[config.mk]
export PLATFORM = sky130hd
export DESIGN_NAME = taylor_trig_accel_flat
export DESIGN_NICKNAME = d
export VERILOG_FILES = /design/src/rtl/taylor_trig_accel_pkg.sv /design/src/rtl/taylor_trig_accel_if.sv /design/src/rtl/taylor_trig_accel_coef_rom.sv /design/src/rtl/taylor_trig_accel.sv /design/src/flat_wrapper.sv
export SDC_FILE = /design/constraint.sdc
export NUM_CORES = 2
export LEC_CHECK = 0
export ABC_AREA = 1
export CORE_MARGIN = 4
export CORE_UTILIZATION = 40
export CTS_BUF_LIST = sky130_fd_sc_hd__clkbuf_16
export CTS_CLUSTER_SIZE = 12
export DETAILED_ROUTE_END_ITERATION = 10
export PLACE_DENSITY = 0.58
export SKIP_CTS_REPAIR_TIMING = 1
export SYNTH_ARGS = -nofsm -noshare
export SYNTH_HDL_FRONTEND = slang
export SYNTH_HIERARCHICAL = 1
export SYNTH_SLANG_ARGS = --single-unit
export TNS_END_PERCENT = 5
[constraint.sdc]
create_clock -name clk -period 23.1 [get_ports clk]
set_input_delay 6.93 -clock clk [delete_from_list [all_inputs] [get_ports clk]]
set_output_delay 6.93 -clock clk [all_outputs]
set_load 0.005 [all_outputs]
[src/rtl/taylor_trig_accel_pkg.sv]
// Shared types, mode encodings, saturation limits and coefficient generator
// for the iterative Taylor-series trig accelerator.
package taylor_trig_accel_pkg;

    typedef enum logic [2:0] {
        S_IDLE,
        S_LOAD,
        S_SQUARE,
        S_ITER,
        S_DONE
    } state_t;

    localparam logic MODE_COS = 1'b0;
    localparam logic MODE_SIN = 1'b1;

    function automatic longint satHi(input int w);
        return (longint'(1) <<< (w - 1)) - 1;
    endfunction

    function automatic longint satLo(input int w);
        return -(longint'(1) <<< (w - 1));
    endfunction

    // Ratio between consecutive Taylor terms, rounded to nearest in unsigned Q0.cw.
    function automatic longint coefCalc(input logic m, input int k, input int cw);
        longint d;
        if (m == MODE_COS) d = longint'((2 * k + 1) * (2 * k + 2));
        else               d = longint'((2 * k + 2) * (2 * k + 3));
        return ((longint'(1) <<< cw) + d / 2) / d;
    endfunction

endpackage

[src/rtl/taylor_trig_accel_if.sv]
// Host start/done interface of the trig accelerator.
interface taylor_trig_accel_if #(
    parameter int DW = 16,
    parameter int NW = 8
);
    logic          start;
    logic          mode;
    logic [DW-1:0] x_bus;
    logic [NW-1:0] n_bus;
    logic          busy;
    logic          done;
    logic [DW-1:0] out_bus;

    modport master (output start, mode, x_bus, n_bus, input busy, done, out_bus);
    modport slave  (input start, mode, x_bus, n_bus, output busy, done, out_bus);
endinterface

[src/rtl/taylor_trig_accel_coef_rom.sv]
// Combinational table of term-to-term ratios for cos and sin, built at elaboration.
module trig_coef_rom
    import taylor_trig_accel_pkg::*;
#(
    parameter int MAX_TERMS = 8,
    parameter int CW        = 16,
    parameter int IW        = $clog2(MAX_TERMS)
) (
    input  logic          mode_i,
    input  logic [IW-1:0] index_i,
    output logic [CW-1:0] coef_o
);

    logic [CW-1:0] coefTable [2][MAX_TERMS];

    for (genvar m = 0; m < 2; m++) begin : g_mode
        for (genvar k = 0; k < MAX_TERMS; k++) begin : g_term
            assign coefTable[m][k] = CW'(coefCalc((m == 1) ? MODE_SIN : MODE_COS, k, CW));
        end
    end

    assign coef_o = coefTable[mode_i][index_i];

endmodule

[src/rtl/taylor_trig_accel.sv]
// Iterative cos/sin Taylor accelerator: one term per clock on a shared multiplier
// path, saturating accumulator, busy/done handshake towards the host.
module taylor_trig_accel
    import taylor_trig_accel_pkg::*;
#(
    parameter int DW        = 16,
    parameter int FRAC      = 8,
    parameter int NW        = 8,
    parameter int MAX_TERMS = 8,
    parameter int CW        = 16
) (
    input logic                clk,
    input logic                rst_n,
    taylor_trig_accel_if.slave host
);

    localparam int IW = $clog2(MAX_TERMS);
    localparam int XW = 2 * DW;
    // Term register carries FRAC extra bits so large |x| overflows into the accumulator clamp.
    localparam int TW = 2 * DW + FRAC;
    localparam int AW = DW + 2;
    localparam int SW = TW + 1;
    localparam int PW = TW + CW + 1;

    localparam logic signed [SW-1:0] ACC_HI = SW'(satHi(AW));
    localparam logic signed [SW-1:0] ACC_LO = SW'(satLo(AW));
    localparam logic signed [AW-1:0] OUT_HI = AW'(satHi(DW));
    localparam logic signed [AW-1:0] OUT_LO = AW'(satLo(DW));
    localparam logic signed [TW-1:0] ONE    = TW'(longint'(1) <<< FRAC);

    state_t state_q, state_d;
    logic latchEn, loadEn, initEn, iterEn, finishEn;

    logic signed [DW-1:0] x_q;
    logic signed [XW-1:0] x2_q;
    logic signed [TW-1:0] term_q;
    logic signed [AW-1:0] acc_q;
    logic        [NW-1:0] k_q, nc_q;
    logic                 mode_q, done_q;
    logic        [DW-1:0] out_q;

    logic        [NW-1:0] nClamp;
    logic        [CW-1:0] coef;
    logic signed [CW:0]   coefS;
    logic signed [XW-1:0] xProd;
    logic signed [TW+XW-1:0] termProd;
    logic signed [TW-1:0] termScaled, termNext, termInit;
    logic signed [PW-1:0] coefProd, negProd;
    logic signed [SW-1:0] accSum;
    logic signed [AW-1:0] accNext;
    logic signed [DW-1:0] outSat;

    trig_coef_rom #(.MAX_TERMS(MAX_TERMS), .CW(CW), .IW(IW)) u_rom (
        .mode_i (mode_q),
        .index_i(IW'(k_q - NW'(1))),
        .coef_o (coef)
    );

    always_ff @(posedge clk or negedge rst_n) begin
        if (!rst_n) state_q <= S_IDLE;
        else        state_q <= state_d;
    end

    always_comb begin
        state_d = state_q;
        case (state_q)
            S_IDLE:   if (host.start) state_d = S_LOAD;
            S_LOAD:   state_d = (nc_q == '0) ? S_DONE : S_SQUARE;
            S_SQUARE: state_d = (nc_q <= NW'(1)) ? S_DONE : S_ITER;
            S_ITER:   if (k_q + NW'(1) == nc_q) state_d = S_DONE;
            S_DONE:   state_d = S_IDLE;
            default:  state_d = S_IDLE;
        endcase
    end

    always_comb begin
        latchEn  = 1'b0;
        loadEn   = 1'b0;
        initEn   = 1'b0;
        iterEn   = 1'b0;
        finishEn = 1'b0;
        case (state_q)
            S_IDLE:   latchEn  = host.start;
            S_LOAD:   loadEn   = 1'b1;
            S_SQUARE: initEn   = 1'b1;
            S_ITER:   iterEn   = 1'b1;
            S_DONE:   finishEn = 1'b1;
            default:  ;
        endcase
    end

    assign nClamp     = (host.n_bus > NW'(MAX_TERMS)) ? NW'(MAX_TERMS) : host.n_bus;
    assign xProd      = XW'(x_q) * XW'(x_q);
    assign termInit   = (mode_q == MODE_SIN) ? TW'(x_q) : ONE;
    assign termProd   = (TW + XW)'(term_q) * (TW + XW)'(x2_q);
    assign termScaled = TW'(termProd >>> FRAC);
    assign coefS      = {1'b0, coef};
    assign coefProd   = PW'(termScaled) * PW'(coefS);
    assign negProd    = -coefProd;
    assign termNext   = TW'(negProd >>> CW);
    assign accSum     = SW'(termNext) + SW'(acc_q);
    assign accNext    = (accSum > ACC_HI) ? AW'(ACC_HI) :
                        (accSum < ACC_LO) ? AW'(ACC_LO) : AW'(accSum);
    assign outSat     = (acc_q > OUT_HI) ? DW'(OUT_HI) :
                        (acc_q < OUT_LO) ? DW'(OUT_LO) : DW'(acc_q);

    always_ff @(posedge clk or negedge rst_n) begin
        if (!rst_n) begin
            x_q    <= '0;
            x2_q   <= '0;
            term_q <= '0;
            acc_q  <= '0;
            k_q    <= '0;
            nc_q   <= '0;
            mode_q <= MODE_COS;
            done_q <= 1'b0;
            out_q  <= '0;
        end else begin
            done_q <= finishEn;
            if (latchEn) begin
                x_q    <= host.x_bus;
                mode_q <= host.mode;
                nc_q   <= nClamp;
                term_q <= '0;
                acc_q  <= '0;
                k_q    <= '0;
            end
            if (loadEn) x2_q <= xProd >>> FRAC;
            if (initEn) begin
                term_q <= termInit;
                acc_q  <= AW'(termInit);
                k_q    <= NW'(1);
            end
            if (iterEn) begin
                term_q <= termNext;
                acc_q  <= accNext;
                k_q    <= k_q + NW'(1);
            end
            if (finishEn) out_q <= outSat;
        end
    end

    assign host.busy    = (state_q != S_IDLE) || done_q;
    assign host.done    = done_q;
    assign host.out_bus = out_q;

endmodule
[src/flat_wrapper.sv]
// flat-port wrapper written by rule: the top's interface ports become plain ports
module taylor_trig_accel_flat import taylor_trig_accel_pkg::*;
#(
    parameter int DW        = 16,
    parameter int FRAC      = 8,
    parameter int NW        = 8,
    parameter int MAX_TERMS = 8,
    parameter int CW        = 16
)
  (clk, rst_n, host_start, host_mode, host_x_bus, host_n_bus, host_busy, host_done, host_out_bus);
  taylor_trig_accel_if #(.DW(DW), .NW(NW)) host_i ();
  input logic clk;
  input logic rst_n;
  input wire logic [$bits(host_i.start)-1:0] host_start;
  input wire logic [$bits(host_i.mode)-1:0] host_mode;
  input wire logic [$bits(host_i.x_bus)-1:0] host_x_bus;
  input wire logic [$bits(host_i.n_bus)-1:0] host_n_bus;
  output wire logic [$bits(host_i.busy)-1:0] host_busy;
  output wire logic [$bits(host_i.done)-1:0] host_done;
  output wire logic [$bits(host_i.out_bus)-1:0] host_out_bus;
  assign host_i.start = host_start;
  assign host_i.mode = host_mode;
  assign host_i.x_bus = host_x_bus;
  assign host_i.n_bus = host_n_bus;
  assign host_busy = host_i.busy;
  assign host_done = host_i.done;
  assign host_out_bus = host_i.out_bus;
  taylor_trig_accel #(.DW(DW), .FRAC(FRAC), .NW(NW), .MAX_TERMS(MAX_TERMS), .CW(CW)) u_core (.clk(clk), .rst_n(rst_n), .host(host_i));
endmodule
==> metrics <==
Rows=151; final critical-path required period=16.91 ns; largest net degree at the start of global routing=86; Synth Flop Type=dfrtp_1; Syn Area/Cell=7.69 um^2; Die X=421 um; FF-to-FF setup slack=6.19 ns; Reg2Reg Depth=59; GRT met2 Usage=45.0%; hpwl dp=190000 um; async set or reset register ratio after synthesis=100%; busiest grt layer=met2; Avg Vias per Cell=5.08; Cell Area, Synth=68300 um^2; sequential share of the synthesized area=4.95%; #FFs+latches synth=135; clk buf depth=2; unrepaired setup endpoints after global routing=false; max_slew headroom=16.2%; Hold Startpoint=u_core/x2_q[21]; final WL=231000 um; Mapped Nets=10934; Worst Tran Pin Value=1.25 ns; number of distinct library cells after synthesis=60; Die Ht=421 um; Max Slew Vio Count=0; GR Overflow Total=0; number of buffers added on ports=45; Max Fanout on Critical Path=20; worst skew pair latency=0.49 ns; first-pass GRT wire length=363000 um; CTS tree=built; GRT met3 Usage=3.76%; Hold Path Class=flip-flop to flip-flop; arrival time worst endpoint=17.27 ns; total global-route track usage=26.6%; CP Class=flip-flop to flip-flop; Syn Inst Count=8885; routability cong.=0.980; worst hold path depth=2; TritonCTS sink count=135; Initial Util=40.3%; layout net count=10759; Final Setup Violations=0; Post-synth EDFFs=0; reg2reg start=u_core/term_q[29]; total CTS buffers=17; reg-to-reg critical path endpoint=u_core/acc_q[10]; Max Clk Rate=0.0591 GHz; crit start category=flip-flop; Worst-path clk slew=0.07 ns; post-detailed-route wirelength per cell=21.1 um; die footprint=177000 um^2; drt drc=0; slowest CP cell=dfrtp_1; yosys warns=6; final cycle utilization of the critical path=73.2%; Max Clock Skew=0.0239 ns; Hold Vio Cnt, Final=0; WP data required=23.46 ns; layout cell share with drive strength beyond 1=2.91%; outcome=complete, no violations; clock root buffer master=clkbuf_16; Worst setup EP type=flip-flop; GR Util met1=35.3%; CP peak stage delay=1.01 ns; area delta synth->final=4.82%; core box area=169000 um^2; initial drt markers=4338; Final TNS setup=0 ns; Hold Path Sink=u_core/x2_q[21]; vias in the first global route=60367; Antenna Violating Nets Remaining=0; IO Count=46; Max Cap Viol=0; DRT Pass-1 Iters=6; Via Count=55622; htree depth=4; initial antenna violation count=0
## cell type report
class | instances | area [um^2]
diodes | 1 | 2.50
repair buffers | 146 | 1210
inverters | 2560 | 9610
multi-input cells | 5850 | 54000
well taps | 2218 | 2780
clock buffers | 17 | 425
flip-flops and latches | 135 | 3380
fillers | 17306 | 97900
clock inverters | 15 | 159
## placed cells by master (no fill, tap or decap), types with 6 or more instances in the layout
cell type        Yosys  final
nand3_1            284    283
clkinv_1             6      6
o21a_1              17     17
a21oi_1            220    219
o221ai_1             6      6
fa_1              1562   1562
clkdlybuf4s50_1      0     44
a21o_1               7      7
a211oi_1             8      8
o22ai_1              7      7
and2_1              15     15
nor4_1              13     13
nor2_1             648    646
buf_4                6    101
ha_1               459    459
clkbuf_16            0     17
xor2_1              85     85
a31oi_1             21     21
nand3b_1            20     20
inv_6                0      7
nor3_1              25     25
nand2_2             13     13
o21ai_0            168    167
dfrtp_1            135    132
nand2_1           2044   2044
inv_1             2545   2543
nand4_1             40     40
or2_2               65     65
inv_2                9     11
or2_1                8      8
o21bai_1            13     13
xnor2_1             55     52
## metal layers
metal / share of wire [%] / wire [um] / up-vias
met4: 3.7 / 8480 / 0
met2: 48 / 111000 / 1968
met1: 42 / 96700 / 28311
li1: - / - / 24992
met3: 6.7 / 15500 / 351
met5: 0 / 0 / -
## critical path, delay by kind of cell, from the launching register on
family | cells | cell delay [ns]
AOI/OAI and AO/OA | 9 | 1.98
xor gates and xnor gates | 1 | 0.48
DFF | 1 | 1.01
adders and majority gates | 16 | 8.09
and+or+nand+nor | 21 | 4.08
buffers and inverters | 12 | 1.09
## cell usage after synthesis (9+ instances only)
master / count / area (um^2)
fa_1: 1562 / 31300
or2_2: 65 / 407
a21oi_1: 220 / 1100
inv_1: 2545 / 9550
o21bai_1: 13 / 97.6
ha_1: 459 / 5740
inv_2: 9 / 33.8
nand2_2: 13 / 81.3
nor4_1: 13 / 81.3
xor2_1: 85 / 744
dfrtp_1: 135 / 3380
buf_1: 21 / 78.8
nor3_1: 25 / 125
nand2_1: 2044 / 7670
nor2_1: 648 / 2430
buf_2: 15 / 75.1
o21ai_0: 168 / 841
and2_1: 15 / 93.8
a31oi_1: 21 / 131
xnor2_1: 55 / 482
nand3_1: 284 / 1420
o21a_1: 17 / 128
clkbuf_1: 296 / 1110
nand4_1: 40 / 250
nand3b_1: 20 / 150
## stage by stage
stage / hold slack, ns / cells / setup WS [ns] / area (um^2) / utilization [%]
2_1_floorplan: 0.461 / 8885 / 9.94 / 68300 / -
3_3_place_gp: 0.476 / 10909 / 6.11 / 71000 / 41.9
3_5_place_dp: 0.477 / 10909 / 6.34 / 71000 / 41.9
4_1_cts: 0.495 / 10941 / 6.28 / 71600 / 42.2
5_1_grt: 0.529 / 10941 / 5.31 / 71600 / 42.2
6_report: 0.495 / 10942 / 6.19 / 71600 / 42.2
## registers in the layout, indices dropped and copies added, names as in the netlist
name,flops
u_core/host.done,1
u_core/term_q,40
u_core/k_q,8
u_core/host.out_bus,16
u_core/acc_q,18
u_core/x_q,16
u_core/mode_q,1
u_core/x2_q,24
u_core/state_q,3
u_core/nc_q,8
## worst max path at each step
stage                                  from                to  slack (ns)  depth (start not counted)
after floorplan             u_core/x2_q[10]  u_core/acc_q[10]        9.94                         64
after global placement    u_core/term_q[29]  u_core/acc_q[13]        6.11                         59
after detailed placement  u_core/term_q[29]  u_core/acc_q[14]        6.34                         58
after CTS                 u_core/term_q[29]  u_core/acc_q[14]        6.28                         58
after global routing      u_core/term_q[29]   u_core/acc_q[7]        5.31                         58
final                     u_core/term_q[29]  u_core/acc_q[10]        6.19                         59
## kinds of logic after synthesis
kind of cell             after synthesis  share of synthesized area, %
adder cells (fa/ha/maj)             2021                          54.2
AO/OA/AOI/OAI                        494                          3.99
other                                  1                       0.00549
AND/OR/NAND/NOR                     3190                          18.9
flip-flops                           135                          4.95
buffers and inverters               2900                          16.0
XOR/XNOR                             144                          1.92
Power is not shown: default switching activity piles up to over one toggle a cycle in this logic, so the estimate is an artifact.
